### config.mk
export PLATFORM = sky130hd
export DESIGN_NAME = rr_arbiter8
export DESIGN_NICKNAME = d
export VERILOG_FILES = /design/src/rtl/rr_arbiter8.sv
export SDC_FILE = /design/constraint.sdc
export NUM_CORES = 1
export LEC_CHECK = 0
export ABC_CLOCK_PERIOD_IN_PS = 8600
export BUFFER_PORTS_ARGS = -buffer_cell sky130_fd_sc_hd__buf_4
export CAP_MARGIN = 25
export CORE_MARGIN = 4
export CORE_UTILIZATION = 35
export DETAILED_ROUTE_END_ITERATION = 8
export SYNTH_ARGS = -nofsm -noshare
export SYNTH_HDL_FRONTEND = slang
export SYNTH_SLANG_ARGS = --single-unit
### constraint.sdc
create_clock -name clk -period 8.6 [get_ports clk]
set_input_delay 0.86 -clock clk [delete_from_list [all_inputs] [get_ports clk]]
set_output_delay 0.86 -clock clk [all_outputs]
set_load 0.005 [all_outputs]
### src/rtl/rr_arbiter8.sv
// Eight-way round-robin arbiter sharing one register-bank load line.
// grant_idx feeds the dmux8way sel; a dead cycle always separates grants.
module rr_arbiter8 #(
    parameter int unsigned MAX_HOLD = 16,
    parameter int unsigned HOLD_W   = 8
) (
    input  logic       clk,
    input  logic       reset,
    input  logic [7:0] req,
    input  logic       done,
    output logic [7:0] grant,
    output logic [2:0] grant_idx,
    output logic       grant_valid,
    output logic       timeout
);

    localparam int unsigned N     = 8;
    localparam int unsigned IDX_W = 3;
    localparam logic [HOLD_W-1:0] HOLD_LAST = HOLD_W'((MAX_HOLD == 0) ? 0 : MAX_HOLD - 1);

    typedef enum logic {
        IDLE  = 1'b0,
        GRANT = 1'b1
    } state_t;

    state_t              state, state_nxt;
    logic [IDX_W-1:0]    last, last_nxt;
    logic [IDX_W-1:0]    idx_nxt;
    logic [N-1:0]        grant_nxt;
    logic                valid_nxt;
    logic                timeout_nxt;
    logic [HOLD_W-1:0]   cnt, cnt_nxt;

    logic [IDX_W-1:0]    pick;
    logic [IDX_W-1:0]    cand;
    logic                found;
    logic                rel;

    // Rotating-priority scan: first set request after last, wrapping back to last itself.
    always_comb begin
        pick  = last;
        cand  = '0;
        found = 1'b0;
        for (int unsigned i = 1; i <= N; i++) begin
            cand = IDX_W'(32'(last) + i);
            if (!found && req[cand]) begin
                pick  = cand;
                found = 1'b1;
            end
        end
    end

    // Next-state and registered-output logic.
    always_comb begin
        state_nxt   = state;
        last_nxt    = last;
        idx_nxt     = grant_idx;
        grant_nxt   = grant;
        valid_nxt   = grant_valid;
        timeout_nxt = 1'b0;
        cnt_nxt     = cnt;
        rel         = 1'b0;

        case (state)
            IDLE: begin
                grant_nxt = '0;
                valid_nxt = 1'b0;
                cnt_nxt   = '0;
                if (found) begin
                    idx_nxt   = pick;
                    grant_nxt = N'(1) << pick;
                    valid_nxt = 1'b1;
                    state_nxt = GRANT;
                end
            end
            GRANT: begin
                // Done/drop release takes precedence over the hold timeout.
                if (!req[grant_idx] || done) begin
                    rel = 1'b1;
                end else if ((MAX_HOLD != 0) && (cnt == HOLD_LAST)) begin
                    rel         = 1'b1;
                    timeout_nxt = 1'b1;
                end else begin
                    cnt_nxt = cnt + HOLD_W'(1);
                end
                if (rel) begin
                    last_nxt  = grant_idx;
                    valid_nxt = 1'b0;
                    grant_nxt = '0;
                    cnt_nxt   = '0;
                    state_nxt = IDLE;
                end
            end
            default: begin
                state_nxt = IDLE;
                grant_nxt = '0;
                valid_nxt = 1'b0;
                cnt_nxt   = '0;
            end
        endcase
    end

    always_ff @(posedge clk) begin
        if (reset) begin
            state       <= IDLE;
            last        <= IDX_W'(N - 1);
            grant_idx   <= '0;
            grant       <= '0;
            grant_valid <= 1'b0;
            timeout     <= 1'b0;
            cnt         <= '0;
        end else begin
            state       <= state_nxt;
            last        <= last_nxt;
            grant_idx   <= idx_nxt;
            grant       <= grant_nxt;
            grant_valid <= valid_nxt;
            timeout     <= timeout_nxt;
            cnt         <= cnt_nxt;
        end
    end

endmodule

==> results.txt <==
Summed over all failing endpoints, the final setup total negative slack is 0 ns. First-pass iteration count of the detailed router: 4. Counting instances, the worst hold path has a depth of 2.

From left edge to right edge, the die measures 82.7 um. The detail-routed net length per standard cell was 14.5 um. In this run the worst path has a maximum fanout of 20.

For the part of the total power dissipated in sequential elements, the log shows 0.279. The post-synthesis share of cell area spent on xor and xnor gates is 0.0634, and the slew at the pin closest to its max-slew limit is 0.865 ns. In this run, post-CTS repair resized a total of 0 instances.

The placeable core area is 5270 um2, and the synthesized net count is 219. Setup violations remaining at the end of the flow were counted as 0. The fraction of the mapped netlist area in simple logic gates is 0.217, and the hold slack is 0.449 ns.

Before CTS, the worst setup slack after placement is 4.14 ns. In this run the power density over the cells is 292 nW/um2. The logs give 0.129 for the combined global-route utilization of all metal layers and 1585 for the via count. The synthesis warning total is 0.

TritonCTS built the clock tree. The clock passes through at most 2 buffers. Synthesis inferred 25 register bits.

The run gives 0.616 as the portion of total power attributed to combinational logic. The net count of the finished layout is 237. Among all flip-flop cells after synthesis, the most frequent one is sky130_fd_sc_hd__dfxtp_1. Switching portion of total power: 0.428. Synthesis instantiated 51 different standard cells from the library. Across all register-to-register paths, the minimum setup slack is 4.14 ns.

The maximum level of the CTS H-tree is 1, and the critical path data arrival time is 4.63 ns. The total overflow left after global routing is 0. Root buffer cell: sky130_fd_sc_hd__clkbuf_8. STA classifies the critical path startpoint as a flop. For the post-layout total power, the log shows 643 uW. Setup repair after global routing left no endpoint under its margin.

The logs give 0.888 nW for the static leakage and 3260 um for the HPWL after detailed placement. The biggest area contributor in the post-synthesis netlist is sky130_fd_sc_hd__dfxtp_1. The repair_antennas step left the layout with diodes totalling 0.

Counting cells, the worst reg-to-reg path comes to 10. The maximum number of pins on one net before global-route repair was 21. For this design, the sink count on the clock tree is 25. Most frequent cell after synthesis: sky130_fd_sc_hd__dfxtp_1.

The largest family of logic cells by synthesized area is multiplexers. The worst register-to-register path ends at grant[5]. The final standard cell area without fillers was 2210 um2. The first-pass GRT wire length came out at 7000 um. The critical path ends at grant[5].

Share of cells above drive strength 1: 0.234. The mux cell area share after synthesis was 0.268. The floorplan has 26 rows. The final core utilization is 0.419. Across the VDD grid, the largest voltage drop is 102 uV. The logs give 0.423 for the worst slew margin relative to its limit and 0.000808 ns for the final worst clock skew. The final critical-path required period came out at 4.46 ns. After the first detailed-routing iteration, the DRC count stood at 98.

The adder-cell area share of the yosys netlist works out to 0.0192. The register area share after synthesis was 0.256. Buffers inserted to repair hold after CTS numbered 0. Synthesis produced 205 cells. The number of antenna violations at the first check in global routing was 0; the total count of hold-check failures in the final report was 0. The number of flops mapped to enable cells by yosys works out to 0. Dividing the synthesized area by the synthesized cell count gives 9.53 um2.

The run gives 0 as the number of nets still failing antenna checks after routing. The tools report the worst flop-to-flop path startpoint as last[0]. At the end of routability-driven placement, the weighted congestion stood at 0.838.

The worst hold path begins at grant_valid. The run gives 6840 um2 as the die area. Number of remaining DRC errors: 0. After layout, the worst setup slack is 4.14 ns.

During I/O placement, the number of pins put on the boundary was 24. Max-cap violations in this run came to 0. Final worst-path cycle share: 0.518.

Internal power comes to 368 uW. The commonest cells after synthesis are sky130_fd_sc_hd__dfxtp_1 (25), sky130_fd_sc_hd__nor2_1 (22), sky130_fd_sc_hd__nand2_1 (18). The final number of max-transition violations is 0. On the worst path, the slowest cell contributes a delay of 0.89 ns. The complex-gate fraction of the synthesized area was 0.139. The share of synthesized registers carrying an async set or reset works out to 0.

Top cell type's share of synthesized area: 0.256. The relative area change from synthesis to final layout is 12.9%. The routed via count divided by cell count is 5.43. By startpoint and endpoint, the worst setup path is classified as reg -> reg. STA classifies the critical path endpoint as a flop. After clock tree synthesis, the setup repair step added 0 buffers. The finished layout holds 292 standard cells, fillers aside. The clock latency of the later-clocked register in the worst-skew pair is 0.26 ns.

Summed over all nets, the switching power comes to 275 uW. After detailed placement, the total cell area comes to 2160 um2. Yosys attributes the largest share of cell area to sky130_fd_sc_hd__dfxtp_1 (26%), sky130_fd_sc_hd__mux4_2 (15%), sky130_fd_sc_hd__mux2i_1 (7.2%), sky130_fd_sc_hd__nor2_1 (4.2%), sky130_fd_sc_hd__nand2_1 (3.5%). The routed design has 4240 um of wire.

During placement, the flow inserted port buffers numbering 23. In this run the vertical extent of the chip is 82.7 um. The tools report the proportion of power drawn by the clock network as 0.105. Tracing the worst setup path back leads to its startpoint at last[0].

The initial standard-cell utilization of the core is 0.371. Static timing analysis puts the maximum clock frequency at 0.224 GHz. The number of placed instances, taps included is 288, and the number of global-route vias before repair is 1430. Clock transition at the register clock pins on the worst setup and hold paths after CTS: 0.08 ns.

Path category of the worst min-delay check: reg -> reg. For the worst setup path, the data required time is 8.77 ns. Walking the worst path, the cells encountered are inv_1 > ha_1 > mux4_2 > and2_1 > o32a_1 > or4_1 > o21a_2 > xnor2_4 > nand3b_2 > o41ai_2.

The flow ran to the end, and the final reports show no timing, DRC or antenna violations. The master of the slowest instance on the critical path was sky130_fd_sc_hd__dfxtp_1. For the mapped cell area, the log shows 1950 um2. The number of clock buffers inserted by TritonCTS was 3.
-- power groups by stage --
stage | Sequential, mW | Combinational [mW] | Clock [mW]
after floorplan | 0.162 | 0.325 | 0
after global placement | 0.184 | 0.395 | 0
final | 0.179 | 0.396 | 0.0677
after global routing | 0.185 | 0.437 | 0.0761
after CTS | 0.181 | 0.396 | 0.0711
after detailed placement | 0.183 | 0.395 | 0
-- placed cells by master, fill, tap and decap left out, types with 2 or more instances in the layout --
cell type / synthesis / final
sky130_fd_sc_hd__a21o_1: 2 / 2
sky130_fd_sc_hd__a21oi_1: 3 / 3
sky130_fd_sc_hd__a22o_1: 4 / 4
sky130_fd_sc_hd__a22oi_1: 2 / 2
sky130_fd_sc_hd__a32o_1: 2 / 2
sky130_fd_sc_hd__and2_1: 5 / 5
sky130_fd_sc_hd__and3_1: 4 / 4
sky130_fd_sc_hd__and4_1: 2 / 2
sky130_fd_sc_hd__buf_4: 2 / 23
sky130_fd_sc_hd__clkbuf_8: 0 / 3
sky130_fd_sc_hd__dfxtp_1: 25 / 25
sky130_fd_sc_hd__ha_1: 3 / 3
sky130_fd_sc_hd__inv_1: 5 / 5
sky130_fd_sc_hd__mux2_1: 2 / 2
sky130_fd_sc_hd__mux2_2: 6 / 6
sky130_fd_sc_hd__mux2i_1: 14 / 14
sky130_fd_sc_hd__mux4_2: 13 / 13
sky130_fd_sc_hd__nand2_1: 18 / 18
sky130_fd_sc_hd__nand2b_1: 9 / 9
sky130_fd_sc_hd__nand3_1: 3 / 3
sky130_fd_sc_hd__nor2_1: 22 / 22
sky130_fd_sc_hd__nor2b_1: 2 / 2
sky130_fd_sc_hd__nor3_1: 6 / 6
sky130_fd_sc_hd__o211ai_1: 3 / 3
sky130_fd_sc_hd__o21ai_0: 4 / 4
sky130_fd_sc_hd__o31ai_1: 2 / 2
sky130_fd_sc_hd__o32ai_1: 2 / 2
sky130_fd_sc_hd__or4_1: 2 / 2
sky130_fd_sc_hd__xnor2_1: 6 / 6
sky130_fd_sc_hd__xor2_1: 5 / 5
-- cell families (layout without fill, tap and decap cells) --
| group | count (synthesis) | after routing |
|---|---|---|
| and+or+nand+nor | 81 | 81 |
| muxes | 35 | 35 |
| AOI/OAI and AO/OA | 34 | 34 |
| DFF | 25 | 25 |
| buffers and inverters | 15 | 32 |
| xor gates and xnor gates | 12 | 12 |
| adders and majority gates | 3 | 3 |
-- layer usage --
layer  up-vias  global-route usage  routed length [um]
met5         -                   0                   0
li1        800                   -                   -
met4         0             0.00654                   0
met1       751               0.184                2110
met3         0              0.0228                 137
met2        34               0.213                2000
-- how the worst min path moves through the flow --
stage                             end  slack [ns]
after CTS                 grant_valid        0.45
after floorplan                cnt[0]        0.42
final                     grant_valid        0.45
after global routing           cnt[0]        0.48
after global placement         cnt[0]        0.43
after detailed placement  grant_valid        0.44
-- worst max-delay path: cells and delay by family, from the launching register on --
kind,cells,cell delay [ns]
flops,1,0.89
compound gates,3,0.67
xor+xnor,1,0.22
mux,1,0.65
fa+ha+maj,1,0.83
buf+inv,1,0.23
simple gates,3,0.85
-- final cells by class --
cell class	count	area (um2)
fillers	539	3060
well taps	70	87.6
clock buffers	3	41.3
inverters	5	18.8
multi-input cells	165	1380
repair buffers	23	173
flip-flops and latches	25	500
clock inverters	1	5.00
-- sequential cells by signal (all words and copies together) (netlist names) --
name         flops
grant_valid      1
grant            8
state            1
cnt              8
timeout          1
last             3
grant_idx        3
No activity file was read; power rests on OpenSTA's default activity.
